### config.mk
export PLATFORM = sky130hd
export DESIGN_NAME = pipelined_cla
export DESIGN_NICKNAME = d
export VERILOG_FILES = /design/src/rtl/pipelined_cla.sv
export SDC_FILE = /design/constraint.sdc
export NUM_CORES = 1
export LEC_CHECK = 0
export CORE_MARGIN = 5
export CORE_UTILIZATION = 40
export DETAILED_ROUTE_END_ITERATION = 8
export HOLD_SLACK_MARGIN = 0.12
export PLACE_DENSITY_LB_ADDON = 0.2
export SLEW_MARGIN = 20
export SYNTH_ARGS = -nofsm -noshare
export SYNTH_HDL_FRONTEND = slang
export SYNTH_SLANG_ARGS = --single-unit
### constraint.sdc
create_clock -name clk -period 3.57 [get_ports clk]
set_input_delay 0.714 -clock clk [delete_from_list [all_inputs] [get_ports clk]]
set_output_delay 0.714 -clock clk [all_outputs]
set_load 0.005 [all_outputs]
### src/rtl/pipelined_cla.sv
// Pipelined carry-lookahead adder/subtractor. Each stage adds one Seg-wide slice
// with Block-bit lookahead groups; the inter-slice carry is registered.
module pipelined_cla #(
  parameter int Width  = 16,
  parameter int Block  = 4,
  parameter int Stages = 2
) (
  input  logic             clk,
  input  logic             rst_n,
  input  logic             in_valid,
  output logic             in_ready,
  input  logic [Width-1:0] a,
  input  logic [Width-1:0] b,
  input  logic             c_in,
  input  logic             sub,
  output logic             out_valid,
  input  logic             out_ready,
  output logic [Width-1:0] sum,
  output logic             c_out,
  output logic             ovf,
  output logic             zero
);

  localparam int Seg    = Width / Stages;
  localparam int Groups = Seg / Block;

  // Returns {carry_out, sum} for one slice; group carry-outs come from group G/P.
  function automatic logic [Seg:0] cla_seg(input logic [Seg-1:0] x,
                                           input logic [Seg-1:0] y,
                                           input logic           ci);
    logic [Seg-1:0] g, p;
    logic [Seg:0]   c;
    logic           gg, gp;
    g    = x & y;
    p    = x ^ y;
    c    = '0;
    c[0] = ci;
    for (int j = 0; j < Groups; j++) begin
      gg = 1'b0;
      gp = 1'b1;
      for (int k = 0; k < Block; k++) begin
        c[j*Block+k+1] = g[j*Block+k] | (p[j*Block+k] & c[j*Block+k]);
        gg             = g[j*Block+k] | (p[j*Block+k] & gg);
        gp             = gp & p[j*Block+k];
      end
      c[(j+1)*Block] = gg | (gp & c[j*Block]);
    end
    return {c[Seg], p ^ c[Seg-1:0]};
  endfunction

  logic adv;
  logic cmsb_p;

  // Whole pipe advances together; bubbles are not collapsed.
  assign adv      = !out_valid || out_ready;
  assign in_ready = adv;

  for (genvar s = 0; s < Stages; s++) begin : g_stage
    localparam int Rs = Width - s * Seg;

    logic [Rs-1:0]          a_src, b_src;
    logic                   c_src, vld_src;
    logic [Seg:0]           res;
    logic [(s+1)*Seg-1:0]   sum_nxt, sum_p;
    logic                   c_p, vld_p;

    if (s == 0) begin : g_head
      assign a_src   = a;
      assign b_src   = sub ? ~b : b;
      assign c_src   = sub | c_in;
      assign vld_src = in_valid;
      assign sum_nxt = res[Seg-1:0];
    end else begin : g_body
      assign a_src   = g_stage[s-1].g_fwd.a_p;
      assign b_src   = g_stage[s-1].g_fwd.b_p;
      assign c_src   = g_stage[s-1].c_p;
      assign vld_src = g_stage[s-1].vld_p;
      assign sum_nxt = {res[Seg-1:0], g_stage[s-1].sum_p};
    end

    assign res = cla_seg(a_src[Seg-1:0], b_src[Seg-1:0], c_src);

    // Stage boundary: finished low slices, slice carry and valid
    always_ff @(posedge clk or negedge rst_n) begin
      if (!rst_n) begin
        vld_p <= 1'b0;
        c_p   <= 1'b0;
        sum_p <= '0;
      end else if (adv) begin
        vld_p <= vld_src;
        c_p   <= res[Seg];
        sum_p <= sum_nxt;
      end
    end

    if (s < Stages - 1) begin : g_fwd
      logic [Rs-Seg-1:0] a_p, b_p;
      // Stage boundary: operand bits still waiting for later slices
      always_ff @(posedge clk or negedge rst_n) begin
        if (!rst_n) begin
          a_p <= '0;
          b_p <= '0;
        end else if (adv) begin
          a_p <= a_src[Rs-1:Seg];
          b_p <= b_src[Rs-1:Seg];
        end
      end
    end else begin : g_tail
      // Stage boundary: carry into the MSB, recovered from the MSB sum bit
      always_ff @(posedge clk or negedge rst_n) begin
        if (!rst_n) begin
          cmsb_p <= 1'b0;
        end else if (adv) begin
          cmsb_p <= res[Seg-1] ^ a_src[Seg-1] ^ b_src[Seg-1];
        end
      end
    end
  end

  assign out_valid = g_stage[Stages-1].vld_p;
  assign sum       = g_stage[Stages-1].sum_p;
  assign c_out     = g_stage[Stages-1].c_p;
  assign ovf       = cmsb_p ^ c_out;
  assign zero      = out_valid & ~|sum;

endmodule
==> Flow_metrics.wiki <==
{| class="wikitable"
! Metric !! Value
|-
| Synthesized net count || 330
|-
| Total via count after detailed routing || 1867
|-
| Start-to-end type of the worst setup path || in2reg
|-
| Highest attainable clock frequency || 293 MHz
|-
| Detailed router's first-iteration violation count || 72
|-
| Gr ovfl total || 0
|-
| Critical Path Slowest Stage Cell || clkdlybuf4s50_1
|-
| Portion of synthesized cell area occupied by the leading cell type || 44.5%
|-
| Combined global-route utilization of all metal layers || 13.0%
|-
| Horizontal die dimension || 89.6 um
|-
| Syn avg cell area || 9.59 um^2
|-
| Summed negative setup slack over all endpoints || 0 ns
|-
| Clock Sinks || 45
|-
| Highest fanout seen on the critical path || 6
|-
| Final min period || 3.42 ns
|-
| Xor and xnor area share after synthesis || 7.95%
|-
| Max stage delay on crit path || 0.46 ns
|-
| Wire length of the first global-routing pass || roughly 8100 um
|-
| Die span in y || 89.6 um
|-
| Final cell utilization of the core || between 50% and 60%
|-
| Quantity of gates resized following cts || 0
|-
| Area of the die || 8020 um^2
|-
| Total iterations of the first detailed-routing run || 4
|-
| CP Launch Type || input pin
|-
| Relative area change from synthesis to final layout || 30.3%
|-
| Layout Skew || between 0.008 and 0.009 ns
|-
| Initial antenna violation count || 0
|-
| Routed len/inst || approximately 12 um
|-
| Number of enable flip-flop cells after synthesis || 0
|-
| Commonest cells after routing, fill and taps aside || nand2_1, clkdlybuf4s50_1, dfrtp_1
|-
| Biggest area consumer among synthesized cells || dfrtp_1
|-
| Wirelength, routed || 4930 um
|-
| Crit share post-route || ~96%
|-
| Yosys Warn Count || 0
|-
| DPL Wire Length || 3840 um
|-
| Sequential cell area in the final layout || 1130 um^2
|-
| Worst path cell trace || clkdlybuf4s50_1 -> buf_12 -> xor2_1 -> ha_1 -> nand2_1 -> o21ai_2 -> a31oi_1 -> fa_2 -> fa_1 -> fa_1 -> xor2_1 -> a21oi_1
|-
| IO buf count || 58
|-
| Site row count || 29
|-
| Post-route non-filler standard cell count || 404
|-
| Leak Pwr || 1.55 nW
|-
| Fillers || 602
|-
| Insertion delay of the later-clocked pin in the worst-skew pair || 0.29 ns
|-
| CTS H-Tree Depth || 2
|-
| Count of state elements after synthesis || 45
|-
| Layout cell share with drive strength beyond 1 || 6.12%
|-
| Max transition margin || 63.1%
|-
| Cell variety after synth || 26
|-
| Synthesized-area fraction occupied by and/or/nand/nor cells || between 15 and 20%
|-
| RSZ-0062 raised after global routing || no
|-
| Total power divided by cell area || slightly above 500 nW/um^2
|-
| Max-slew violation total from the final report || 0
|-
| Clock Tree Root || clkbuf_8
|-
| Cell types occupying the most area after synthesis || dfrtp_1, nand2_1, fa_1
|-
| Syn Std Cell Area || 2530 um^2
|-
| Number of buffers inserted by post-CTS setup repair || 0
|-
| Cells on worst reg2reg path || 10
|-
| Std-Cell Core Area || 6240 um^2
|-
| Compound-cell area share of the yosys netlist || 8.30%
|-
| Cts hold-fix bufs || 0
|-
| Largest family of logic cells by synthesized area || adder cells
|-
| Most common flop cell mapped by yosys || dfrtp_1
|-
| Maximum number of pins on one net before global-route repair || 52
|-
| Vias per Instance || approximately 4.6
|-
| CP Data Required Time || 3.73 ns
|-
| Fraction of the yosys area taken by sequential cells || 44.5%
|-
| Clock tree from TritonCTS || built
|-
| Cells after DPL || 396
|-
| Via count of the first global-routing pass || 1781
|-
| Number of hold violations in the final report || 0
|-
| Most common library cell in the layout ignoring fill and taps || nand2_1
|-
| Post-CTS clock slew at the launch and capture registers of the worst setup and hold paths || approximately 0.08 ns
|-
| Largest vdd supply drop || 0.269 mV
|-
| Multiplexer fraction of the synthesized cell area || 0.445%
|-
| Number of buffers between clock root and the deepest sink || 2
|-
| Number of nets in the finished design || between 300 and 400
|-
| Least-Margin Pin Slew || 0.554 ns
|-
| Diode count || 0
|-
| Share of async-settable or async-resettable flops after synthesis || 100%
|-
| Outcome || finished clean
|-
| I/O pin total || 59
|-
| R2R Path End || cmsb_p
|-
| Initial cell density of the core || 40.6%
|-
| Number of remaining DRC errors || 0
|-
| Final Setup Violations || 0
|-
| Min-delay worst type || in2async
|-
| Type of element capturing the critical path || flop
|-
| Slack of the worst reg-to-reg path || 0.52 ns
|-
| Number of buffers created by CTS || 5
|-
| Fraction of the mapped netlist area in adder cells || 17.4%
|-
| Cell count after synthesis || 264
|-
| Remaining antenna violation count after routing || 0
|-
| Weighted congestion reported at the end of routability-driven placement || 0.742
|-
| Critical path arrival || 3.57 ns
|-
| Launching point of the worst reg2reg path || g_stage[0].g_fwd.a_p[0]
|-
| Combined area of the multi-input logic cells || 1280 um^2
|-
| Reported max-cap violation count || 0
|}
## sequential cells by signal (all words and copies together), names as in the netlist
name,cells
sum,16
g_stage.g_fwd.a_p,8
c_out,1
g_stage.vld_p,1
g_stage.g_fwd.b_p,8
cmsb_p,1
g_stage.sum_p,8
g_stage.c_p,1
out_valid,1
## metal layers
layer | GRT usage, % | vias up | part of all wire [%]
met3 | 2.55 | 5 | 3.9
met4 | 3.25 | 0 | 1.2
met5 | 0 | - | 0
met1 | 17.1 | 863 | 44
li1 | - | 967 | -
met2 | 22.1 | 32 | 51
## worst max-delay path by stage
stage               startpoint             endpoint  slack [ns]  cells after the start
global route               sub  g_stage[0].sum_p[7]        0.03                     12
finish                     sub  g_stage[0].sum_p[7]        0.15                     12
CTS                        sub  g_stage[0].sum_p[7]        0.10                     12
global placement           sub  g_stage[0].sum_p[7]       -0.17                     12
floorplan                  sub  g_stage[0].sum_p[7]        0.25                     12
detailed placement         sub  g_stage[0].sum_p[7]       -0.20                     12
## worst max-delay path: cells and delay by family
kind / cells / cell delay, ns
AOI/OAI and AO/OA: 3 / 0.35
adders and majority gates: 4 / 1.51
buffers and inverters: 2 / 0.63
xor gates and xnor gates: 2 / 0.31
and+or+nand+nor: 1 / 0.06
## through the flow
step / hold WS [ns] / cell area (um^2) / setup slack [ns] / total power [mW]
after floorplan: 0.418 / 2530 / 0.249 / 1.10
final: 0.404 / 3300 / 0.154 / 1.72
after global routing: 0.456 / 3300 / 0.0253 / 1.87
after detailed placement: 0.452 / 3220 / -0.197 / 1.45
after global placement: 0.442 / 3220 / -0.165 / 1.43
after CTS: 0.471 / 3300 / 0.103 / 1.75
## logic make-up after synthesis
logic type      after synthesis
fa+ha+maj                    28
simple gates                101
compound gates               38
mux                           1
xor+xnor                     23
flops                        45
buf+inv                      28
## final cells by class
cell class | instances | share of cell area (%)
multi-input combinational | 191 | 38.9
inverter | 17 | 1.93
sequential | 45 | 34.1
tap | 77 | 2.92
timing repair buffer | 66 | 19.7
clock buffer | 8 | 2.43
## report_power, final
group / switching (mW) / internal [mW]
Combinational: 0.272 / 0.372
Clock: 0.158 / 0.139
Sequential: 0.118 / 0.656
Total: 0.548 / 1.17
## cell usage after synthesis, types with 2 or more instances
library cell and count:
nor2_1 13, inv_1 16, o21ai_0 13, ha_1 16, fa_1 12, nor4_1 3, buf_6 2, nand2_1 78
clkbuf_1 5, buf_2 4, nand4_1 2, dfrtp_1 45, a21o_1 3, xor2_1 12, a21oi_1 19, xnor2_1 11
Power figures use the tool's default switching activity.
